--- src/rtl/intr_handler_pkg.sv ---
`default_nettype none
// ============================================================================
//  Module   : intr_handler_pkg
//  Brief    : Shared state encoding and output codes for the interrupt handler
//  Revision : 1.0
// ============================================================================
package intr_handler_pkg;

  typedef enum logic [2:0] {
    INIT   = 3'b000,
    WAIT   = 3'b001,
    ENIN   = 3'b010,
    ENIN_W = 3'b011,
    INTR   = 3'b100,
    INTR_1 = 3'b101,
    INTR_W = 3'b110
  } state_t;

  localparam logic [2:1] c_cc_idle  = 2'b01;
  localparam logic [2:1] c_cc_intr  = 2'b10;
  localparam logic [2:1] c_cc_serve = 2'b11;

  localparam logic [2:1] c_us_serve = 2'b00;
  localparam logic [2:1] c_us_idle  = 2'b01;
  localparam logic [2:1] c_us_intr  = 2'b11;

  // Index following idx in a ring of nch channels.
  function automatic int next_index(input int idx, input int nch);
    return (idx + 1 >= nch) ? 0 : idx + 1;
  endfunction

endpackage
`default_nettype wire

--- src/rtl/intr_handler_if.sv ---
`default_nettype none
// ============================================================================
//  Module   : intr_handler_if
//  Brief    : Request/status bundle between peripherals and the handler
//  Revision : 1.0
// ============================================================================
interface intr_handler_if #(
  parameter int NCH = 4
);
  localparam int IDW = $clog2(NCH);

  logic [NCH-1:0] eql;
  logic           cont_eql;
  logic [2:1]     cc_mux;
  logic [2:1]     uscite;
  logic           enable_count;
  logic           ackout;
  logic [NCH-1:0] grant;
  logic [IDW-1:0] grant_id;
  logic           timeout;

  modport master (
    output eql, cont_eql,
    input  cc_mux, uscite, enable_count, ackout, grant, grant_id, timeout
  );

  modport slave (
    input  eql, cont_eql,
    output cc_mux, uscite, enable_count, ackout, grant, grant_id, timeout
  );

endinterface
`default_nettype wire

--- src/rtl/rr_arbiter.sv ---
`default_nettype none
// ============================================================================
//  Module   : rr_arbiter
//  Brief    : Combinational round-robin search starting at i_rr_ptr
//  Revision : 1.0
// ============================================================================
module rr_arbiter #(
  parameter  int NCH = 4,
  localparam int IDW = $clog2(NCH)
) (
  input  wire logic [NCH-1:0] i_req,
  input  wire logic [IDW-1:0] i_rr_ptr,
  output logic      [NCH-1:0] o_onehot,
  output logic      [IDW-1:0] o_index
);

  logic [IDW:0] w_k;
  logic         w_found;

  always_comb begin
    o_onehot = '0;
    o_index  = '0;
    w_found  = 1'b0;
    w_k      = '0;
    for (int i = 0; i < NCH; i++) begin
      // One extra bit so the wrap test works for non power-of-two NCH.
      w_k = {1'b0, i_rr_ptr} + (IDW+1)'(i);
      if (w_k >= (IDW+1)'(NCH)) begin
        w_k = w_k - (IDW+1)'(NCH);
      end
      if (!w_found && i_req[w_k[IDW-1:0]]) begin
        w_found                     = 1'b1;
        o_onehot[w_k[IDW-1:0]]      = 1'b1;
        o_index                     = w_k[IDW-1:0];
      end
    end
  end

endmodule
`default_nettype wire

--- src/rtl/intr_handler_n.sv ---
`default_nettype none
// ============================================================================
//  Module   : intr_handler_n
//  Brief    : NCH-channel interrupt handshake FSM with round-robin grant,
//             dwell limit and timeout pulse
//  Revision : 1.0
// ============================================================================
module intr_handler_n
  import intr_handler_pkg::*;
#(
  parameter int NCH       = 4,
  parameter int MAX_DWELL = 8
) (
  input wire logic        clock,
  input wire logic        reset,
  intr_handler_if.slave   bus
);

  localparam int IDW = $clog2(NCH);
  localparam int DW  = $clog2(MAX_DWELL);
  localparam logic [DW-1:0] c_dwell_last = DW'(MAX_DWELL - 1);

  state_t         r_state,        w_state_next;
  logic [2:1]     r_cc_mux,       w_cc_mux;
  logic [2:1]     r_uscite,       w_uscite;
  logic           r_enable_count, w_enable_count;
  logic           r_ackout,       w_ackout;
  logic [NCH-1:0] r_grant,        w_grant;
  logic [IDW-1:0] r_grant_id,     w_grant_id;
  logic           r_timeout,      w_timeout;
  logic [IDW-1:0] r_rr_ptr,       w_rr_ptr;
  logic [DW-1:0]  r_dwell,        w_dwell;

  logic [NCH-1:0] w_pick_onehot;
  logic [IDW-1:0] w_pick_index;
  logic           w_any;
  logic           w_req;
  logic           w_expiry;

  rr_arbiter #(
    .NCH (NCH)
  ) u_rr_arbiter (
    .i_req    (bus.eql),
    .i_rr_ptr (r_rr_ptr),
    .o_onehot (w_pick_onehot),
    .o_index  (w_pick_index)
  );

  assign w_any    = |bus.eql;
  assign w_req    = bus.eql[r_grant_id];
  assign w_expiry = w_req && (r_dwell == c_dwell_last);

  always_comb begin
    w_state_next   = r_state;
    w_cc_mux       = r_cc_mux;
    w_uscite       = r_uscite;
    w_ackout       = ~bus.cont_eql;
    w_enable_count = ~bus.cont_eql;
    w_grant        = r_grant;
    w_grant_id     = r_grant_id;
    w_timeout      = 1'b0;
    w_rr_ptr       = r_rr_ptr;
    w_dwell        = r_dwell;

    case (r_state)
      INIT: begin
        w_state_next = WAIT;
        w_uscite     = c_us_idle;
        w_cc_mux     = c_cc_idle;
      end
      WAIT, INTR_1: begin
        if (w_any) begin
          w_state_next = (r_state == WAIT) ? ENIN : INTR;
          w_uscite     = c_us_serve;
          w_cc_mux     = c_cc_serve;
          w_grant      = w_pick_onehot;
          w_grant_id   = w_pick_index;
          w_dwell      = '0;
        end else begin
          w_state_next = (r_state == WAIT) ? INTR_1 : WAIT;
          w_uscite     = c_us_idle;
          w_cc_mux     = (r_state == WAIT) ? c_cc_intr : c_cc_idle;
        end
      end
      ENIN, INTR: begin
        if (w_req && !w_expiry) begin
          w_uscite = c_us_serve;
          w_cc_mux = c_cc_serve;
          w_dwell  = r_dwell + DW'(1);
        end else begin
          w_timeout = w_expiry;
          if (r_state == ENIN) begin
            // The ENIN exit acknowledges regardless of cont_eql.
            w_state_next   = ENIN_W;
            w_uscite       = c_us_idle;
            w_cc_mux       = c_cc_idle;
            w_ackout       = 1'b1;
            w_enable_count = 1'b1;
          end else begin
            w_state_next = INTR_W;
            w_uscite     = c_us_intr;
            w_cc_mux     = c_cc_intr;
          end
        end
      end
      ENIN_W, INTR_W: begin
        if (w_req) begin
          w_uscite = (r_state == ENIN_W) ? c_us_idle : c_us_intr;
          w_cc_mux = (r_state == ENIN_W) ? c_cc_idle : c_cc_intr;
        end else begin
          w_state_next = WAIT;
          w_uscite     = c_us_idle;
          w_cc_mux     = c_cc_idle;
          w_grant      = '0;
          w_grant_id   = '0;
          w_rr_ptr     = IDW'(next_index(int'(r_grant_id), NCH));
        end
      end
      default: begin
        w_state_next   = INIT;
        w_ackout       = r_ackout;
        w_enable_count = r_enable_count;
      end
    endcase
  end

  always_ff @(posedge clock) begin
    if (reset) begin
      r_state        <= INIT;
      r_cc_mux       <= c_cc_idle;
      r_uscite       <= c_us_serve;
      r_enable_count <= 1'b0;
      r_ackout       <= 1'b0;
      r_grant        <= '0;
      r_grant_id     <= '0;
      r_timeout      <= 1'b0;
      r_rr_ptr       <= '0;
      r_dwell        <= '0;
    end else begin
      r_state        <= w_state_next;
      r_cc_mux       <= w_cc_mux;
      r_uscite       <= w_uscite;
      r_enable_count <= w_enable_count;
      r_ackout       <= w_ackout;
      r_grant        <= w_grant;
      r_grant_id     <= w_grant_id;
      r_timeout      <= w_timeout;
      r_rr_ptr       <= w_rr_ptr;
      r_dwell        <= w_dwell;
    end
  end

  assign bus.cc_mux       = r_cc_mux;
  assign bus.uscite       = r_uscite;
  assign bus.enable_count = r_enable_count;
  assign bus.ackout       = r_ackout;
  assign bus.grant        = r_grant;
  assign bus.grant_id     = r_grant_id;
  assign bus.timeout      = r_timeout;

endmodule
`default_nettype wire

--- src/flat_wrapper.sv ---
// flat-port wrapper written by rule: the top's interface ports become plain ports
module intr_handler_n_flat import intr_handler_pkg::*;
#(
  parameter int NCH       = 4,
  parameter int MAX_DWELL = 8
)
  (clock, reset, bus_eql, bus_cont_eql, bus_cc_mux, bus_uscite, bus_enable_count, bus_ackout, bus_grant, bus_grant_id, bus_timeout);
  intr_handler_if #(.NCH(NCH)) bus_i ();
  input wire logic clock;
  input wire logic reset;
  input wire logic [$bits(bus_i.eql)-1:0] bus_eql;
  input wire logic [$bits(bus_i.cont_eql)-1:0] bus_cont_eql;
  output wire logic [$bits(bus_i.cc_mux)-1:0] bus_cc_mux;
  output wire logic [$bits(bus_i.uscite)-1:0] bus_uscite;
  output wire logic [$bits(bus_i.enable_count)-1:0] bus_enable_count;
  output wire logic [$bits(bus_i.ackout)-1:0] bus_ackout;
  output wire logic [$bits(bus_i.grant)-1:0] bus_grant;
  output wire logic [$bits(bus_i.grant_id)-1:0] bus_grant_id;
  output wire logic [$bits(bus_i.timeout)-1:0] bus_timeout;
  assign bus_i.eql = bus_eql;
  assign bus_i.cont_eql = bus_cont_eql;
  assign bus_cc_mux = bus_i.cc_mux;
  assign bus_uscite = bus_i.uscite;
  assign bus_enable_count = bus_i.enable_count;
  assign bus_ackout = bus_i.ackout;
  assign bus_grant = bus_i.grant;
  assign bus_grant_id = bus_i.grant_id;
  assign bus_timeout = bus_i.timeout;
  intr_handler_n #(.NCH(NCH), .MAX_DWELL(MAX_DWELL)) u_core (.clock(clock), .reset(reset), .bus(bus_i));
endmodule
--- config.mk ---
export PLATFORM = sky130hd
export DESIGN_NAME = intr_handler_n_flat
export DESIGN_NICKNAME = d
export VERILOG_FILES = /design/src/rtl/intr_handler_pkg.sv /design/src/rtl/intr_handler_if.sv /design/src/rtl/rr_arbiter.sv /design/src/rtl/intr_handler_n.sv /design/src/flat_wrapper.sv
export SDC_FILE = /design/constraint.sdc
export NUM_CORES = 1
export LEC_CHECK = 0
export BUFFER_PORTS_ARGS = -buffer_cell sky130_fd_sc_hd__buf_2
export CAP_MARGIN = 40
export CORE_MARGIN = 4
export CORE_UTILIZATION = 60
export CTS_CLUSTER_SIZE = 25
export DETAILED_ROUTE_END_ITERATION = 6
export GPL_ROUTABILITY_DRIVEN = 1
export PLACE_DENSITY = 0.94
export RECOVER_POWER = 25
export SETUP_SLACK_MARGIN = 0.5
export SLEW_MARGIN = 15
export SYNTH_ARGS = -nofsm -noshare
export SYNTH_HDL_FRONTEND = slang
export SYNTH_SLANG_ARGS = --single-unit
--- constraint.sdc ---
create_clock -name clock -period 6 [get_ports clock]
set_input_delay 0.6 -clock clock [delete_from_list [all_inputs] [get_ports clock]]
set_output_delay 0.6 -clock clock [all_outputs]
set_load 0.05 [all_outputs]
# Yosys cells after proc, flatten, opt, wreduce, memory -nomap -nowiden
# Cells that the tools add are included.
[word_totals] word_cells=143 ff_bits=20 input_bits=7 out_inout_bits=13
[classes] n_addsub=9 n_eq_ne=11 mux=66 n_reduce_logical=28 order_cmp=14 bitwise_logic=6
[ops] cell="$mux W2" n=21
[ops] cell="$mux W3" n=8
[ops] cell="$mux W4" n=6
[ops] cell="$pmux W2 S4" n=2
[ops] cell="$lt A2 B3 Y1 const B" n=5
[ops] cell="$mux W1" n=15
[ops] cell="$eq A3 B3 Y1 const B" n=4
[ops] cell="$ge A3 B3 Y1 const B" n=4
[ops] cell="$or A4 B4 Y4" n=3
[ops] cell="$pmux W3 S4" n=1
[ops] cell="$bmux W1 S2" n=5
[ops] cell="$logic_and A1 B1 Y1" n=9
[ops] cell="$demux W1 S2" n=4
[ops] cell="$ge A2 B1 Y1 const B" n=4
[ops] cell="$pmux W4 S2" n=1
[ops] cell="$sub A2 B1 Y2 const B" n=4
[ops] cell="$add A2 B1 Y3 const B" n=2
[ops] cell="$add A2 B2 Y3 const B" n=2
[ops] cell="$eq A3 B2 Y1 const B" n=2
[ops] cell="$pmux W3 S2" n=1
[ops] cell="$reduce_and A3 Y1" n=2
[ops] cell="$reduce_bool A2 Y1" n=3
[ops] cell="$reduce_or A2 Y1" n=3
[ops] cell="$reduce_or A5 Y1" n=1
[ops] cell="14 further kinds" n=22

# Depth between registers and ports, before layout
# Gate-level depths: netlist of run 1.
[depth] ltp_word=16 ltp_mapped=8 depth_no_buf=7

# Hierarchy
# A second synthesis of run 1 with hierarchy kept.
[unflattened] cells_unflattened=159 area_unflattened_um2=1515.2
[by_module_without_submodules] module="intr_handler_n" cells_each=111 seq_area_each_um2=400.4 instances=1 area_each_um2=1076.0
[by_module_without_submodules] module="rr_arbiter" cells_each=48 seq_area_each_um2=0.0 instances=1 area_each_um2=439.2

# Worst setup path before layout of run 1
# No wires, ideal clock.
[synth_path] path_type="register to register" from="register u_core.r_grant_id[1], in the netlist u_core.bus.grant_id[1]" to="register u_core.r_grant[0], in the netlist u_core.bus.grant[0]" setup_slack_ps=3910 arrival_ps=1968 path_buffers=0 required_time_ps=5878 setup_time_ps=122 stages_incl_launch_ff=5 synth_period_minus_slack_ps=2090 cell_sequence="dfxtp_1 mux4_2 nor3_4 nor3_2 a221o_1"
[synth_via] elab_chain_cells=4
[synth_rtl] element="start, declared" line="intr_handler_n.sv:29" source="logic [IDW-1:0] r_grant_id, w_grant_id;"
[synth_rtl] element="start signal, assigned" line="intr_handler_n.sv:146" source="r_grant_id <= w_grant_id;"
[synth_rtl] element="$bmux W1 S2" line="intr_handler_n.sv:50" source="assign w_req = bus.eql[r_grant_id];"
[synth_rtl] element="$mux W1 (not written as such)" line="intr_handler_n.sv:50"
[synth_rtl] element="$ne A2 B2 Y1 (no source line)"
[synth_rtl] element="$reduce_and A3 Y1 (no source line)"
[synth_rtl] element="end signal, assigned" line="intr_handler_n.sv:145" source="r_grant <= w_grant;"
[synth_rtl] element="end, declared" line="intr_handler_n.sv:28" source="logic [NCH-1:0] r_grant, w_grant;"
# No other way between the ends. The select of a mux whose other input is x is not followed.
# A chain may end at the register's enable or synchronous reset.

# Worst setup path in the final report of run 1
[layout_path] from="register u_core.r_rr_ptr[0]" to="register u_core.r_grant[1], in the netlist u_core.bus.grant[1]"
[layout_via] elab_chain_cells=16 elab_cells_between_ends=61 classes_between="add/sub: 7; order compare: 12; mux: 29; bitwise: 3; reduce/logical: 10"
[layout_rtl] element="start, declared" line="intr_handler_n.sv:31" source="logic [IDW-1:0] r_rr_ptr, w_rr_ptr;"
[layout_rtl] element="start signal, assigned" line="intr_handler_n.sv:148" source="r_rr_ptr <= w_rr_ptr;"
[layout_rtl] element="parallel branches: the longest is 13 deep, another holds $add A2 B1 Y3"
[layout_rtl] element="$mux W4 (*)" line="rr_arbiter.sv:31" source="if (!w_found && i_req[w_k[IDW-1:0]]) begin"
[layout_rtl] element="$mux W4 (*)" line="intr_handler_n.sv:72" source="if (w_any) begin"
[layout_rtl] element="$pmux W4 S2 (*)" line="intr_handler_n.sv:65" source="case (r_state)"
# Every way passes the cells marked *. The select of a mux whose other input is x is not followed.

==> results.json, run 1 <==
{
  "finalMaxSlewViolations": 0,
  "finalHoldViolations": 0,
  "syn-num-nets": 187,
  "fp.dieW_um": 58.1,
  "critPathKind": "register to register",
  "slowest_stage": "dfxtp_1",
  "hp-class": "primary input to register",
  "endpoint_kind": "register",
  "synthDistinctLibCells": 49,
  "grt_pass1_wl_um": 6000,
  "ios": 20,
  "drive_above_1_share_pct": 17.3,
  "drc": 0,
  "cts_hold_buf": 0,
  "synthCells": 166,
  "slew_headroom_pct": 60.5,
  "crit_path_start": "u_core.r_rr_ptr[0]$_SDFFE_PP0P_",
  "crit_end": "u_core.bus.grant[1]$_SDFFE_PP0P_",
  "gp_congestion": 0.890,
  "fin_nets": 201,
  "final_cell_mix": "20 x dfxtp_1, 13 x nor2_1, 13 x ha_1, 12 x inv_1, 12 x buf_2",
  "rr_endpoint": "u_core.bus.grant[1]$_SDFFE_PP0P_",
  "die-area_mm2": 0.00338,
  "drv_cap": 0,
  "grt_start_max_net_pins": 16,
  "grt-ovfl-total": 0,
  "cts_buffers": 3,
  "cts_num_sinks": 20,
  "grt_pass1_vias": 1330,
  "dp.cells": 203,
  "antennaDiodeCount": 0,
  "path_max_fanout": 14,
  "layoutNonFillerInstCount": 207,
  "clock_skew_ns": 0.00294,
  "track_usage_pct": 22.5,
  "cellPowerDensity_mw_per_mm2": 405,
  "layout_commonest_cell": "dfxtp_1",
  "fin_crit_sh_pct": 42.8,
  "path_depth": 6,
  "critical_path_required_ns": 6.27,
  "clockBufferDepth": 2,
  "cts.htree.levels": 1,
  "cts.clk_slew.worst_paths_ns": 0.12,
  "setup_tns_ns": 0,
  "synth.largest_area_cell": "dfxtp_1",
  "yosysSeqAreaShare_pct": 26.6,
  "post_cts.repair.setup_buffers": 0,
  "nFillCells": 203,
  "antenna_left": 0,
  "hold_ws_ns": 0.455,
  "ir_worst_vdd_mv": 0.262,
  "synth-seq-cells": 20,
  "cts_tree": "yes",
  "synth_top_area_share_pct": 26.6,
  "worstReg2RegStart": "u_core.r_rr_ptr[0]$_SDFFE_PP0P_",
  "cts_root_buf": "clkbuf_4",
  "leakage_nw": 0.610,
  "worst_path_largest_cell_delay_ns": 0.70,
  "port-buffer-count": 19,
  "avgSynthCellArea_um2": 9.07,
  "worst_pin_slew_ns": 0.596,
  "status": "completed",
  "fmax_ghz": 0.389,
  "cp_top_family": "flip-flops",
  "start_util_pct": 65.6,
  "clk_latency_ns": 0.31,
  "hpwl_um": 2610,
  "min_path_cells": 2,
  "reg2reg_depth": 6,
  "netlist_area_mm2": 0.00151,
  "ys_warn_count": 0,
  "postRouteWirelength_um": 3500,
  "wl_per_cell_um": 16.9,
  "ctsResizeCount": 0,
  "worst-path-buf-inv": 1,
  "die_y_um": 58.1,
  "num_vias": 1347,
  "rsz0062_at_grt": "false",
  "dr.pass1.iters": 4,
  "reg2reg_slack_ns": 3.43,
  "num_rows": 17,
  "arrival_ns": 2.83,
  "grt_antenna_before_repair": 0,
  "via_per_inst": 6.51,
  "coreArea_mm2": 0.00230,
  "crit_chain": "inv_1, ha_1, mux4_2, nor2_1, nor4b_4, a221o_1",
  "setup_viol": 0,
  "start_kind": "register",
  "area_growth_pct": 6.06,
  "synth.area.top_cells": "dfxtp_1 27%, ha_1 11%, mux4_2 6.0%",
  "fin_crit_ns": 2.57,
  "first_iter_violations": 50
}
==> report_power, final <==
part / switching [mW] / leakage [nW] / internal, mW
Clock: 0.0448 / 0.0210 / 0.0371
Combinational: 0.231 / 0.426 / 0.117
Sequential: 0.0525 / 0.163 / 0.165
==> worst min path at each step <==
stage                                     start                                to  slack [ns]
4_1_cts                            bus_cont_eql    u_core.bus.ackout$_SDFFE_PP0P_        0.45
6_report                           bus_cont_eql    u_core.bus.ackout$_SDFFE_PP0P_        0.46
3_3_place_gp     u_core.r_dwell[1]$_SDFFE_PP0P_    u_core.r_dwell[1]$_SDFFE_PP0P_        0.46
3_5_place_dp   u_core.bus.grant[2]$_SDFFE_PP0P_  u_core.bus.grant[2]$_SDFFE_PP0P_        0.47
2_1_floorplan    u_core.r_dwell[1]$_SDFFE_PP0P_    u_core.r_dwell[1]$_SDFFE_PP0P_        0.45
5_1_grt                            bus_cont_eql    u_core.bus.ackout$_SDFFE_PP0P_        0.47
==> kinds of logic after synthesis <==
| logic type | count (synthesis) | share of synthesized area [%] |
|---|---|---|
| and+or+nand+nor | 53 | 21.7 |
| AOI/OAI and AO/OA | 44 | 20.8 |
| buffers and inverters | 23 | 7.64 |
| DFF | 20 | 26.6 |
| adders and majority gates | 14 | 12.1 |
| muxes | 10 | 10.1 |
| xor gates and xnor gates | 2 | 1.16 |
==> Yosys cell counts (all sizes together) <==
cell type,instances
dfxtp,20
ha,13
inv,13
nor2,13
a21oi,11
nand3,10
o21ai,8
buf,6
nand2,6
a221o,5
mux2i,5
a221oi,4
clkbuf,4
mux4,4
nand2b,4
nand3b,4
nor2b,4
a31oi,3
nor3,3
a211oi,2
o22ai,2
xnor2,2
a2111oi,1
a21o,1
a22oi,1
a31o,1
and4,1
fa,1
mux2,1
nand4,1
nor4,1
nor4b,1
o2111a,1
o2111ai,1
o211ai,1
o21bai,1
o221ai,1
or2,1
or2b,1
or3b,1
or4,1
or4b,1
==> cell type report <==
class	instances	area [µm²]	area share [%]
inverter	13	48.8	3.05
clock buffer	4	36.3	2.27
timing repair buffer	19	86.3	5.40
tap	28	35.0	2.19
sequential	20	400	25.1
multi-input combinational	123	991	62.0
==> per-stage QoR <==
step	setup slack, ns	util [%]	area [µm²]	power [mW]
after floorplan	3.91	-	1510	0.498
after global placement	3.67	68.4	1570	0.546
after detailed placement	3.50	68.4	1570	0.564
after CTS	3.48	69.9	1610	0.646
after global routing	3.25	69.6	1600	0.692
final	3.43	69.6	1600	0.648
==> flip-flops by register name, indices dropped and copies added, names as in the netlist <==
name                 flops
u_core.r_dwell           3
u_core.r_state           3
u_core.bus.cc_mux        2
u_core.bus.ackout        1
u_core.bus.grant         4
u_core.bus.timeout       1
u_core.bus.uscite        2
u_core.r_rr_ptr          2
u_core.bus.grant_id      2
==> per-layer routing <==
layer	track usage, %	vias to the layer above	share of wire (%)
met2	39.7	47	51
met3	4.45	19	5.1
li1	-	638	-
met1	26.0	643	41
met5	0	-	0
met4	10.6	0	3.2
==> worst reg2reg max path: stages, from the launching register on <==
cell and delay [ns]:
dfxtp_1 0.70, inv_1 0.22, ha_1 0.46, mux4_2 0.46, nor2_1 0.13, nor4b_4 0.33
a221o_1 0.21
Power figures use the tool's default switching activity.
==> run 2: changes to the inputs <==
- ABC_AREA: default -> 1
- CORE_UTILIZATION: 60 -> 52
- PLACE_DENSITY: 0.94 -> 0.87
- clock period: 6 -> 2.1 ns (I/O delays scaled with it)
==> run 2 against run 1 <==
Compared with the run above: utilization decreased by 3.3 points; setup slack got worse by 2.9 ns; flip-flop and latch count unchanged; global-route usage decreased by 4.1 points.
==> results.json, run 2 <==
{
  "drv_cap": 0,
  "cts.clk_slew.worst_paths_ns": 0.11,
  "avgSynthCellArea_um2": 6.76,
  "area_growth_pct": 20.7,
  "postRouteWirelength_um": 3790,
  "grt_pass1_wl_um": 6070,
  "wl_met1_um": 1650,
  "netlist_area_mm2": 0.00154,
  "cts_root_buf": "clkbuf_4",
  "finalHoldViolations": 0,
  "yosysMostFrequentCell": "nand2_1",
  "layout_commonest_cell": "nand2_1",
  "top_layer_used": "met4",
  "drive_above_1_share_pct": 28.3,
  "worst_path_largest_cell_delay_ns": 0.40,
  "dp.cells": 274,
  "critPathKind": "register to register",
  "synthTopCellsByCount": "63 x nand2_1, 33 x nand3_1, 20 x dfxtp_1, 20 x inv_1, 15 x a21oi_1",
  "num_rows": 19,
  "reg2reg_slack_ns": 0.49,
  "arrival_ns": 1.81,
  "crit_end": "u_core.bus.grant_id[1]$_SDFFE_PP0P_",
  "reg2reg_depth": 11,
  "endpoint_kind": "register",
  "slew_headroom_pct": 60.0,
  "clock_skew_ns": 0.00252,
  "cts_tree": "yes",
  "final_cell_mix": "59 x nand2_1, 24 x nand3_1, 19 x inv_1, 15 x dfxtp_1, 13 x a21oi_1",
  "fin_nets": 276,
  "wl_met2_um": 1910,
  "crit_chain": "clkinv_8, ha_4, inv_4, nand3_4, nand2_4, nor2_4, nand3_2, nand2_2, nand2_1, nand2_1, a21oi_2",
  "grt_start_max_net_pins": 14,
  "rsz0062_at_grt": "true",
  "grt_antenna_before_repair": 0,
  "hpwl_um": 2570,
  "start_util_pct": 54.9,
  "die_y_um": 62.4,
  "synth-edff-count": 0,
  "slowest_stage": "dfxtp_4",
  "cts.htree.levels": 1,
  "syn-num-nets": 249,
  "cpMostUsedCell": "nand2_1",
  "fin_crit_sh_pct": 76.7,
  "status": "completed",
  "setup_tns_ns": 0,
  "synthFlopType": "dfxtp_1",
  "setup_viol": 0,
  "rr_endpoint": "u_core.bus.grant_id[1]$_SDFFE_PP0P_",
  "worstReg2RegStart": "u_core.r_rr_ptr[0]$_SDFFE_PP0P_",
  "hp-class": "primary input to register",
  "antennaDiodeCount": 0,
  "ys_warn_count": 0,
  "cellPowerDensity_mw_per_mm2": 1220,
  "grt_pass1_vias": 1346,
  "die-area_mm2": 0.00390,
  "antenna_left": 0,
  "ir_worst_vdd_mv": 0.861,
  "clk_latency_ns": 0.30,
  "yosysSeqAreaShare_pct": 26.0,
  "cts_buffers": 3,
  "start_kind": "register",
  "synthDistinctLibCells": 34,
  "num_vias": 1565,
  "met3_length_um": 200,
  "synth_top_area_share_pct": 26.0,
  "synth.largest_area_cell": "dfxtp_1",
  "coreArea_mm2": 0.00281,
  "track_usage_pct": 18.5,
  "min_path_cells": 2,
  "cts_hold_buf": 0,
  "hold_ws_ns": 0.0828,
  "path_max_fanout": 7,
  "finalMaxSlewViolations": 0,
  "layoutNonFillerInstCount": 285,
  "critical_path_required_ns": 2.30,
  "grt-ovfl-total": 0,
  "wl_per_cell_um": 13.3,
  "synthCells": 228,
  "crit_path_start": "u_core.r_rr_ptr[0]$_SDFFE_PP0P_",
  "cts_num_sinks": 20,
  "largest_register_ffs": 4,
  "leakage_nw": 0.879,
  "synth-seq-cells": 20,
  "ios": 20,
  "fin_crit_ns": 1.61,
  "gp_congestion": 0.943,
  "async_flop_share_pct": 0,
  "via_per_inst": 5.49,
  "dr.pass1.iters": 5,
  "fmax_ghz": 0.621,
  "drc": 0,
  "worst_pin_slew_ns": 0.603,
  "port-buffer-count": 19,
  "clockBufferDepth": 2,
  "fp.dieW_um": 62.4,
  "synth.area.top_cells": "dfxtp_1 26%, nand2_1 15%, nand3_1 11%",
  "first_iter_violations": 104
}
-- run 2: what timing repair did --
item                       4_1_cts  5_1_grt
pin swaps                        1       11
setup endpoints to repair        7       14
gates cloned                     1        0
setup buffers                    1        5
resized for setup                5       29
-- run 2: cell type report --
| type | count | area [µm²] |
|---|---|---|
| inverters | 30 | 135 |
| repair buffers | 26 | 140 |
| well taps | 31 | 38.8 |
| multi-input cells | 174 | 1100 |
| fillers | 230 | 946 |
| flip-flops and latches | 20 | 412 |
| clock buffers | 4 | 36.3 |
-- run 2: how the worst min path moves through the flow --
stage	endpoint	start	slack, ns
after floorplan	u_core.bus.ackout$_SDFFE_PP0P_	bus_cont_eql	0.32
after CTS	u_core.bus.ackout$_SDFFE_PP0P_	bus_cont_eql	0.08
after detailed placement	u_core.bus.ackout$_SDFFE_PP0P_	bus_cont_eql	0.41
after global routing	u_core.bus.ackout$_SDFFE_PP0P_	bus_cont_eql	0.08
final	u_core.bus.ackout$_SDFFE_PP0P_	bus_cont_eql	0.08
after global placement	u_core.bus.ackout$_SDFFE_PP0P_	bus_cont_eql	0.41
-- run 2: cell families (layout without fill, tap and decap cells) --
kind of cell	count (synthesis)	after routing	synth area share, %
AND/OR/NAND/NOR	123	124	37.4
adder cells (fa/ha/maj)	14	14	11.9
flip-flops	20	20	26.0
AO/OA/AOI/OAI	36	36	14.5
buffers and inverters	35	60	10.3
-- run 2: per-layer routing --
layer / track usage (%) / vias up
li1: - / 795
met1: 25.0 / 721
met2: 30.6 / 43
met3: 4.68 / 6
met4: 1.93 / 0
met5: 0 / -
-- run 2: power breakdown --
part / switching [mW] / internal (mW)
clock network: 0.118 / 0.106
logic: 1.00 / 0.462
registers: 0.0994 / 0.488
-- run 2: stage by stage --
| step | cell area (µm²) | utilization, % | setup slack (ns) | total power [mW] |
|---|---|---|---|---|
| floorplan | 1560 | - | 0.475 | 1.65 |
| finish | 1860 | 66.3 | 0.489 | 2.28 |
| detailed placement | 1660 | 59.2 | 0.321 | 1.87 |
| global route | 1860 | 66.3 | 0.403 | 2.48 |
| global placement | 1660 | 59.2 | 0.370 | 1.85 |
| CTS | 1720 | 61.4 | 0.454 | 2.13 |
-- run 2: critical path, delay by kind of cell, from the launching register on --
| kind | cells | cell delay [ns] |
|---|---|---|
| simple gates | 7 | 0.61 |
| flops | 1 | 0.40 |
| fa+ha+maj | 1 | 0.31 |
| buf+inv | 2 | 0.12 |
| compound gates | 1 | 0.06 |
==> run 3: changes to the inputs <==
- ABC_AREA: 1 -> 0
- CORE_UTILIZATION: 52 -> 51
- PLACE_DENSITY: 0.87 -> 0.86
- clock period: 2.1 -> 1.4 ns (I/O delays scaled with it)
==> run 3 against run 2 <==
Compared with the run above: the run now ends with setup timing left; critical path depth fell by 4; sequential power increased by 56%; flip-flop and latch count stayed put; sequential share of layout area shrank 4.8 points; power is 90% higher; utilization grew 23 points; maximum frequency fell by 16%; via count up 18%; clock skew is 0.0028 ns higher; critical endpoint is now u_core.bus.grant[1]$_SDFFE_PP0P_; first-iteration DRC count up 66%; final cell count down 4.9%.
==> results.json, run 3 (synthesis results as in run 1) <==
{
  "hold_ws_ns": 0.152,
  "cp_top_family": "compound AO/OA/AOI/OAI gates",
  "rsz0062_at_grt": "true",
  "cts.htree.levels": 1,
  "worst_path_largest_cell_delay_ns": 0.40,
  "drv_cap": 0,
  "port-buffer-count": 19,
  "fp.dieW_um": 62.4,
  "use_met1_pct": 33.9,
  "grt_antenna_before_repair": 0,
  "start_util_pct": 54.2,
  "hp-class": "primary input to register",
  "track_usage_pct": 30.4,
  "cts_root_buf": "clkbuf_4",
  "clock_skew_ns": 0.00531,
  "grt_util_met3_pct": 5.59,
  "top_usage_layer": "met2",
  "first_iter_violations": 173,
  "clockBufferDepth": 2,
  "fmax_ghz": 0.521,
  "layout_commonest_cell": "buf_4",
  "dpl_cell_area_mm2": 0.00204,
  "hpwl_um": 3420,
  "fin_crit_sh_pct": 137,
  "crit_path_start": "u_core.r_rr_ptr[1]$_SDFFE_PP0P_",
  "seq_area_um2": 432,
  "coreArea_mm2": 0.00278,
  "die-area_mm2": 0.00389,
  "largest_register_ffs": 4,
  "critical_path_required_ns": 1.67,
  "cts_tree": "yes",
  "grt_pass1_vias": 1867,
  "cts_buffers": 3,
  "clk_latency_ns": 0.32,
  "worst_slack_ns": -0.520,
  "dr.pass1.iters": 7,
  "slew_headroom_pct": 74.6,
  "postRouteWirelength_um": 6130,
  "die_y_um": 62.4,
  "drc": 0,
  "gp_congestion": 0.929,
  "path_max_fanout": 5,
  "finalCoreUtilization_pct": 89.4,
  "nFillCells": 111,
  "failed_checks": "setup timing",
  "place_ws_ns": -0.508,
  "rr_endpoint": "u_core.bus.grant[1]$_SDFFE_PP0P_",
  "worstReg2RegStart": "u_core.r_rr_ptr[1]$_SDFFE_PP0P_",
  "finalMaxSlewViolations": 0,
  "critPathKind": "register to register",
  "min_from": "reset",
  "via_per_inst": 6.83,
  "status": "finished with violations",
  "num_rows": 19,
  "multiInputGateArea_mm2": 0.00117,
  "grt_start_max_net_pins": 14,
  "area_growth_pct": 65.0,
  "design_area_mm2": 0.00249,
  "met2_usage_pct": 54.1,
  "leakage_nw": 1.02,
  "cellPowerDensity_mw_per_mm2": 1740,
  "crit_chain": "inv_4, ha_4, buf_4, mux4_2, nand3b_1, a221oi_2, a221o_1",
  "fin_nets": 262,
  "cts.clk_slew.worst_paths_ns": 0.12,
  "grt-ovfl-total": 0,
  "grt_pass1_wl_um": 9470,
  "num_vias": 1850,
  "finalHoldViolations": 0,
  "final_cell_mix": "48 x buf_4, 13 x nor2_1, 13 x buf_8, 13 x dfxtp_2, 10 x ha_1",
  "reg2reg_slack_ns": -0.52,
  "start_kind": "register",
  "arrival_ns": 2.19,
  "wl_per_cell_um": 22.6,
  "worst-path-buf-inv": 2,
  "endpoint_kind": "register",
  "ios": 20,
  "ir_worst_vdd_mv": 1.84,
  "reg2reg_depth": 7,
  "antennaDiodeCount": 0,
  "antenna_left": 0,
  "drive_above_1_share_pct": 60.4,
  "worst_pin_slew_ns": 0.380,
  "slowest_stage": "dfxtp_4",
  "fin_crit_ns": 1.92,
  "cts_num_sinks": 20,
  "min_path_cells": 4,
  "setup_viol": 20,
  "holdPathEnd": "u_core.bus.ackout$_SDFFE_PP0P_"
}
-- run 3: cell type report --
class / instances / share of cell area, %
clock inverter: 1 / 1.21
timing repair buffer: 79 / 29.6
multi-input combinational: 124 / 47.1
inverter: 13 / 2.26
tap: 31 / 1.56
sequential: 20 / 17.4
clock buffer: 3 / 0.906
-- run 3: worst max-delay path by stage --
stage          cells past startpoint                                   to
2_1_floorplan                      8     u_core.bus.grant[0]$_SDFFE_PP0P_
3_3_place_gp                       6  u_core.bus.grant_id[1]$_SDFFE_PP0P_
3_5_place_dp                       6  u_core.bus.grant_id[1]$_SDFFE_PP0P_
4_1_cts                            6  u_core.bus.grant_id[1]$_SDFFE_PP0P_
5_1_grt                            7  u_core.bus.grant_id[0]$_SDFFE_PP0P_
6_report                           7     u_core.bus.grant[1]$_SDFFE_PP0P_
-- run 3: tightest hold or removal path: stages --
cell     delay (ns)
buf_2          0.10
inv_1          0.08
o21ai_1        0.08
a31oi_1        0.04
-- run 3: timing repair --
item                                    in CTS  in global routing
cloned                                       1                  0
resized for setup                           67                  6
buffers inserted                            12                  4
endpoints found under the setup margin      33                 33
hold endpoints to repair                     1                  0
pin swaps                                    7                  5
hold buffers                                 1                  0
-- run 3: stage by stage --
stage	std cells	TNS, ns	total power [mW]
6_report	271	-6.40	4.32
5_1_grt	271	-7.31	4.51
4_1_cts	267	-5.35	4.05
3_5_place_dp	249	-5.60	3.06
3_3_place_gp	249	-4.75	2.98
2_1_floorplan	166	-5.15	2.36
-- run 3: power by group --
part	internal (mW)	leakage (nW)	total, mW	switching (mW)
Combinational	1.36	0.825	2.91	1.55
Sequential	0.742	0.171	0.913	0.171
Clock	0.290	0.0279	0.493	0.203
-- run 3: routing by layer --
layer | part of all wire [%] | wire, µm
met4 | 6.9 | 425
met5 | 0 | 0
met2 | 50 | 3050
met3 | 7.0 | 426
met1 | 36 | 2230
